## config.mk

```make
export PLATFORM = sky130hd
export DESIGN_NAME = ram8_bist
export DESIGN_NICKNAME = d
export VERILOG_FILES = /design/src/rtl/ram8_bist_pkg.sv /design/src/rtl/ram8_bist_pattern.sv /design/src/rtl/ram8_bist.sv
export SDC_FILE = /design/constraint.sdc
export NUM_CORES = 1
export LEC_CHECK = 0
export BUFFER_PORTS_ARGS = -buffer_cell sky130_fd_sc_hd__buf_2
export CAP_MARGIN = 20
export CORE_ASPECT_RATIO = 0.8
export CORE_MARGIN = 4
export CORE_UTILIZATION = 40
export DETAILED_ROUTE_END_ITERATION = 16
export RECOVER_POWER = 100
export SYNTH_ARGS = -nofsm -noshare
export SYNTH_HDL_FRONTEND = slang
export SYNTH_SLANG_ARGS = --single-unit
```

## constraint.sdc

```tcl
create_clock -name clk -period 4.2 [get_ports clk]
set_input_delay 0.42 -clock clk [delete_from_list [all_inputs] [get_ports clk]]
set_output_delay 0.42 -clock clk [all_outputs]
set_load 0.1 [all_outputs]
```

## src/rtl/ram8_bist_pkg.sv

```systemverilog
// rtl/ram8_bist_pkg.sv - shared widths and FSM state encodings for the ram8 BIST
//
// Purpose: common constants for ram8_bist and its pattern helper.
// Contents:
//   RAM8_DATA_W / RAM8_ADDR_W  word and address widths of the ram8 store
//   S_*                        3-bit BIST state encodings
package ram8_bist_pkg;

    localparam int RAM8_DATA_W = 16;
    localparam int RAM8_ADDR_W = 3;

    localparam logic [2:0] S_IDLE    = 3'd0;
    localparam logic [2:0] S_FILL    = 3'd1;
    localparam logic [2:0] S_C1_ADDR = 3'd2;
    localparam logic [2:0] S_C1_CHK  = 3'd3;
    localparam logic [2:0] S_C2_ADDR = 3'd4;
    localparam logic [2:0] S_C2_CHK  = 3'd5;
    localparam logic [2:0] S_DONE    = 3'd6;

endpackage

```

## src/rtl/ram8_bist_pattern.sv

```systemverilog
// rtl/ram8_bist_pattern.sv - march pattern generator D(a) = seed ^ a, optionally inverted
//
// Purpose: combinational pattern for one address of the march test.
// Ports:
//   seed  in   DATA_W  base pattern
//   addr  in   ADDR_W  word address, zero-extended into the pattern
//   inv   in   1       1 = return ~D(a)
//   data  out  DATA_W  D(a) or ~D(a)
module ram8_bist_pattern
    import ram8_bist_pkg::*;
#(
    parameter int DATA_W = RAM8_DATA_W,
    parameter int ADDR_W = RAM8_ADDR_W
) (
    input  logic [DATA_W-1:0] seed,
    input  logic [ADDR_W-1:0] addr,
    input  logic              inv,
    output logic [DATA_W-1:0] data
);

    logic [DATA_W-1:0] base;

    assign base = seed ^ {{(DATA_W-ADDR_W){1'b0}}, addr};
    assign data = inv ? ~base : base;

endmodule

```

## src/rtl/ram8_bist.sv

```systemverilog
// rtl/ram8_bist.sv - 3-phase march BIST initiator for the 8x16 ram8 store
//
// Purpose: on start, fills the RAM with D(a), checks and inverts ascending,
// then checks ~D(a) descending; reports pass and the first failing address.
// Optional build macro: RAM8_BIST_STOP_ON_FAIL_EN (end the run at the first miscompare).
// Ports:
//   clk           in   1       rising-edge clock
//   reset         in   1       synchronous active-high reset
//   start         in   1       begin test (sampled only in IDLE)
//   seed          in   DATA_W  base pattern, latched with start
//   mem_addr      out  ADDR_W  ram8 address
//   mem_data_in   out  DATA_W  ram8 write data
//   mem_we        out  1       ram8 write enable
//   mem_data_out  in   DATA_W  ram8 read data
//   busy          out  1       test in progress
//   done          out  1       one-cycle pulse at test end
//   pass          out  1       last run had no miscompare
//   fail_addr     out  ADDR_W  first miscompare address of the last run
module ram8_bist
    import ram8_bist_pkg::*;
#(
    parameter int DATA_W = RAM8_DATA_W,
    parameter int ADDR_W = RAM8_ADDR_W
) (
    input  logic              clk,
    input  logic              reset,
    input  logic              start,
    input  logic [DATA_W-1:0] seed,
    output logic [ADDR_W-1:0] mem_addr,
    output logic [DATA_W-1:0] mem_data_in,
    output logic              mem_we,
    input  logic [DATA_W-1:0] mem_data_out,
    output logic              busy,
    output logic              done,
    output logic              pass,
    output logic [ADDR_W-1:0] fail_addr
);

`ifdef RAM8_BIST_STOP_ON_FAIL_EN
    localparam logic STOP_ON_FAIL = 1'b1;
`else
    localparam logic STOP_ON_FAIL = 1'b0;
`endif

    localparam logic [ADDR_W-1:0] ADDR_MAX = {ADDR_W{1'b1}};

    logic [2:0]        state;
    logic [2:0]        nstate;
    logic [ADDR_W-1:0] naddr;
    logic [DATA_W-1:0] seed_q;
    logic [DATA_W-1:0] seed_src;
    logic [DATA_W-1:0] exp_data;
    logic [DATA_W-1:0] wr_data;
    logic              err_seen;
    logic              accept;
    logic              chk;
    logic              miscmp;
    logic              exp_inv;
    logic              wr_inv;
    logic              nwe;

    assign accept  = (state == S_IDLE) && start;
    assign chk     = (state == S_C1_CHK) || (state == S_C2_CHK);
    assign exp_inv = (state == S_C2_CHK);
    assign miscmp  = chk && (mem_data_out != exp_data);

    // The first fill write is registered on the start edge itself, before
    // seed_q holds the new seed, so the write pattern takes the live input then.
    assign seed_src = accept ? seed : seed_q;
    assign wr_inv   = (nstate == S_C1_CHK);
    assign nwe      = (nstate == S_FILL) || (nstate == S_C1_CHK);

    // Expected read-back for the address currently being checked.
    ram8_bist_pattern #(.DATA_W(DATA_W), .ADDR_W(ADDR_W)) u_exp (
        .seed (seed_q),
        .addr (mem_addr),
        .inv  (exp_inv),
        .data (exp_data)
    );

    // Write data for the cycle about to start (outputs are registered).
    ram8_bist_pattern #(.DATA_W(DATA_W), .ADDR_W(ADDR_W)) u_wr (
        .seed (seed_src),
        .addr (naddr),
        .inv  (wr_inv),
        .data (wr_data)
    );

    // mem_addr doubles as the march address counter.
    always_comb begin
        nstate = state;
        naddr  = mem_addr;
        case (state)
            S_IDLE: begin
                if (start) begin
                    nstate = S_FILL;
                    naddr  = '0;
                end
            end
            S_FILL: begin
                if (mem_addr == ADDR_MAX) begin
                    nstate = S_C1_ADDR;
                    naddr  = '0;
                end else begin
                    naddr = mem_addr + ADDR_W'(1);
                end
            end
            S_C1_ADDR: nstate = S_C1_CHK;
            S_C1_CHK: begin
                if (miscmp && STOP_ON_FAIL) begin
                    nstate = S_DONE;
                end else if (mem_addr == ADDR_MAX) begin
                    // descending phase starts from the top, address held
                    nstate = S_C2_ADDR;
                end else begin
                    nstate = S_C1_ADDR;
                    naddr  = mem_addr + ADDR_W'(1);
                end
            end
            S_C2_ADDR: nstate = S_C2_CHK;
            S_C2_CHK: begin
                if ((miscmp && STOP_ON_FAIL) || (mem_addr == '0)) begin
                    nstate = S_DONE;
                end else begin
                    nstate = S_C2_ADDR;
                    naddr  = mem_addr - ADDR_W'(1);
                end
            end
            S_DONE:  nstate = S_IDLE;
            default: nstate = S_IDLE;
        endcase
    end

    always_ff @(posedge clk) begin
        if (reset) begin
            state       <= S_IDLE;
            seed_q      <= '0;
            err_seen    <= 1'b0;
            mem_addr    <= '0;
            mem_data_in <= '0;
            mem_we      <= 1'b0;
            busy        <= 1'b0;
            done        <= 1'b0;
            pass        <= 1'b0;
            fail_addr   <= '0;
        end else begin
            state       <= nstate;
            mem_addr    <= naddr;
            mem_we      <= nwe;
            mem_data_in <= nwe ? wr_data : '0;
            busy        <= (nstate != S_IDLE) && (nstate != S_DONE);
            done        <= (nstate == S_DONE);

            if (accept) begin
                seed_q    <= seed;
                err_seen  <= 1'b0;
                pass      <= 1'b0;
                fail_addr <= '0;
            end

            if (miscmp) begin
                err_seen <= 1'b1;
                if (!err_seen) begin
                    fail_addr <= mem_addr;
                end
            end

            // include a miscompare on the very last check of the run
            if (nstate == S_DONE) begin
                pass <= !(err_seen || miscmp);
            end
        end
    end

endmodule

```

==> impl_metrics.toml <==
[global_route]
antenna_found_initial = 0
met2_usage = 0.2162
grt_first_pass_wirelength_microns = 7845
grt_max_degree = 33
grt_usage = 0.1462
grt-busiest-layer = "met2"
grt_pass1_vias = 1593
gr-usage-met1 = 0.2075
use_met3 = 0.03896
overflow = 0

[cells_and_area]
n_antenna_cell = 0
final_cell_mix = "dfxtp_1 (46), nor2_1 (44), buf_2 (34)"
nets = 334
layout_commonest_cell = "dfxtp_1"
final_util = 0.4811
drive_gt1_frac = 0.1531
layout.cells.non_filler = 372
syn2layout_area_growth_pct = 17.42

[job]
cap_violations = 0

[clock_network]
cts_tree = "yes"
clock_path_buffers = 2
clock-root-buffer = "clkbuf_8"
cts_made_buffers = 5
cts_sinks = 46
htree_levels = 2
hold_buffers = 0
cts_setup_buffers = 0
cts-resized-gates = 0
clock_latency_ns = 0.30
cts.clk_slew.worst_paths_ns = 0.09

[pwr]
power_density_mw_per_mm2 = 377.7
leakagePower_uw = 0.001090
vdd_drop_max_uv = 181.0

[sta]
tightestPinTransition_ns = 1.430
clock_skew_ns = 0.01236
slew-limit-headroom = 0.04623
final-hold-violation-count = 0
min_period_ns = 2.709
hold-worst-slack_ns = 0.3920
grt_setup_unrepaired = "false"
setup_viol = 0
drv_slew = 0
min_period_over_period = 0.6449
max_freq_mhz = 369.2
finalSetupTns_ns = 0

[detailed_routing]
wire_per_inst_microns = 13.42
wl_microns = 4993
num_vias = 1756
drtAntennaViolNets = 0
dr.first_iter.drc_count = 53
via_per_inst = 4.720
drc = 0
drtPass1Iterations = 4

[yosys]
synth_area_sq_mm = 0.002227
netlist_instances = 241
synth-seq-cells = 46
yosysSeqAreaShare = 0.4135
synth.avg_cell_area_sq_um = 9.241
synth_fp_nets = 282
async_flop_share = 0
synth_edf_count = 0
yosysWarnings = 0
synth_flop_cell = "dfxtp_1"
synth_cell_types = 45

[worst_setup_path]
startpoint = "state[1]$_SDFF_PP0_"
start_kind = "flop"
timing.rr.end = "mem_data_in[2]$_SDFF_PP0_"
worstReg2RegStart = "state[1]$_SDFF_PP0_"
path_max_fanout = 18
crit_path_end_kind = "flop"
reg2reg_slack_ns = 1.49
crit_end = "mem_data_in[2]$_SDFF_PP0_"
critPathKind = "reg2reg"
crit_required_ns = 4.37
cp.arrival_ns = 2.88
reg2reg_depth = 5

[hold_path]
hold_path_startpoint = "seed[6]"
hold_path.class = "in2reg"

[placement]
io_buffers = 60
dp_hpwl_microns = 3653
dp_cells = 364
gp_congestion = 0.8427

[floorplanning]
start_util = 0.4098
die_area_sq_mm = 0.006833
ioPinCount = 61
die_h_microns = 74.74
design.core.area_sq_mm = 0.005435
placementRows = 24
die_w_microns = 91.43

[outcome]
status = "finished, final reports clean"
==> synthesized netlist by cell type (all sizes together), types with 5 or more instances <==
library cell / n / area (sq um)
dfxtp: 46 / 920.9
mux2i: 17 / 170.2
clkbuf: 11 / 41.29
xor2: 23 / 201.4
nor2: 45 / 176.4
nand2: 12 / 47.55
inv: 8 / 30.03
xnor2: 10 / 87.58
a21oi: 5 / 28.78
o21ai: 8 / 40.04
ha: 6 / 75.07
==> cell type report <==
| type | instances | area, sq um |
|---|---|---|
| multi-input combinational | 172 | 1209 |
| inverter | 8 | 30.03 |
| clock buffer | 5 | 68.82 |
| fill | 574 | 2820 |
| timing repair buffer | 60 | 267.8 |
| clock inverter | 3 | 21.27 |
| sequential | 46 | 920.9 |
| tap | 78 | 97.59 |
==> power by group <==
| part | switching, uW | internal (uW) | leakage (uW) | total, uW |
|---|---|---|---|---|
| logic | 168 | 71.8 | 0.000669 | 240 |
| clock network | 154 | 117 | 0.0000441 | 271 |
| registers | 17.5 | 460 | 0.000376 | 477 |
| total | 339 | 648 | 0.00109 | 988 |
==> registers in the layout, summed over array words and instances, names as in the netlist <==
name / flops
busy: 1
done: 1
err_seen: 1
fail_addr: 3
mem_addr: 3
mem_data_in: 16
mem_we: 1
pass: 1
seed_q: 16
state: 3
==> cells by family (layout without fill, tap and decap cells) <==
| group | Yosys count | after routing | synth area share |
|---|---|---|---|
| DFF | 46 | 46 | 0.4135 |
| xor gates and xnor gates | 36 | 36 | 0.1601 |
| and+or+nand+nor | 79 | 79 | 0.1685 |
| muxes | 17 | 17 | 0.07640 |
| buffers and inverters | 23 | 76 | 0.04157 |
| adders and majority gates | 6 | 6 | 0.03371 |
| AOI/OAI and AO/OA | 34 | 34 | 0.1062 |
==> critical path, cell delays in order, from the launching register on <==
cell,delay [ns]
dfxtp_1,0.62
nor2b_1,0.34
and2_0,1.13
xnor2_1,0.23
xnor2_1,0.20
nor2_1,0.05
==> how the worst min path moves through the flow <==
stage          cells past startpoint  slack, ns               endpoint
2_1_floorplan                      2       0.50  err_seen$_SDFFE_PP0P_
3_3_place_gp                       2       0.46      pass$_SDFFE_PP0P_
3_5_place_dp                       2       0.47      pass$_SDFFE_PP0P_
4_1_cts                            3       0.39   seed_q[6]$_SDFF_PP0_
5_1_grt                            3       0.41   seed_q[1]$_SDFF_PP0_
6_report                           3       0.39   seed_q[6]$_SDFF_PP0_
==> stage by stage <==
step / setup WS (ns) / total power, uW / area, sq um
final: 1.491 / 987.7 / 2615
after global routing: 1.198 / 1036 / 2615
after CTS: 1.749 / 1002 / 2653
after detailed placement: 1.761 / 732.0 / 2562
after global placement: 1.830 / 731.3 / 2562
after floorplan: 1.487 / 679.5 / 2227
==> routing by layer <==
metal,wire length (microns),vias up
li1,-,918
met1,2467,776
met2,2120,54
met3,337,8
met4,69,0
met5,0,-
No activity file was read; power rests on OpenSTA's default activity.
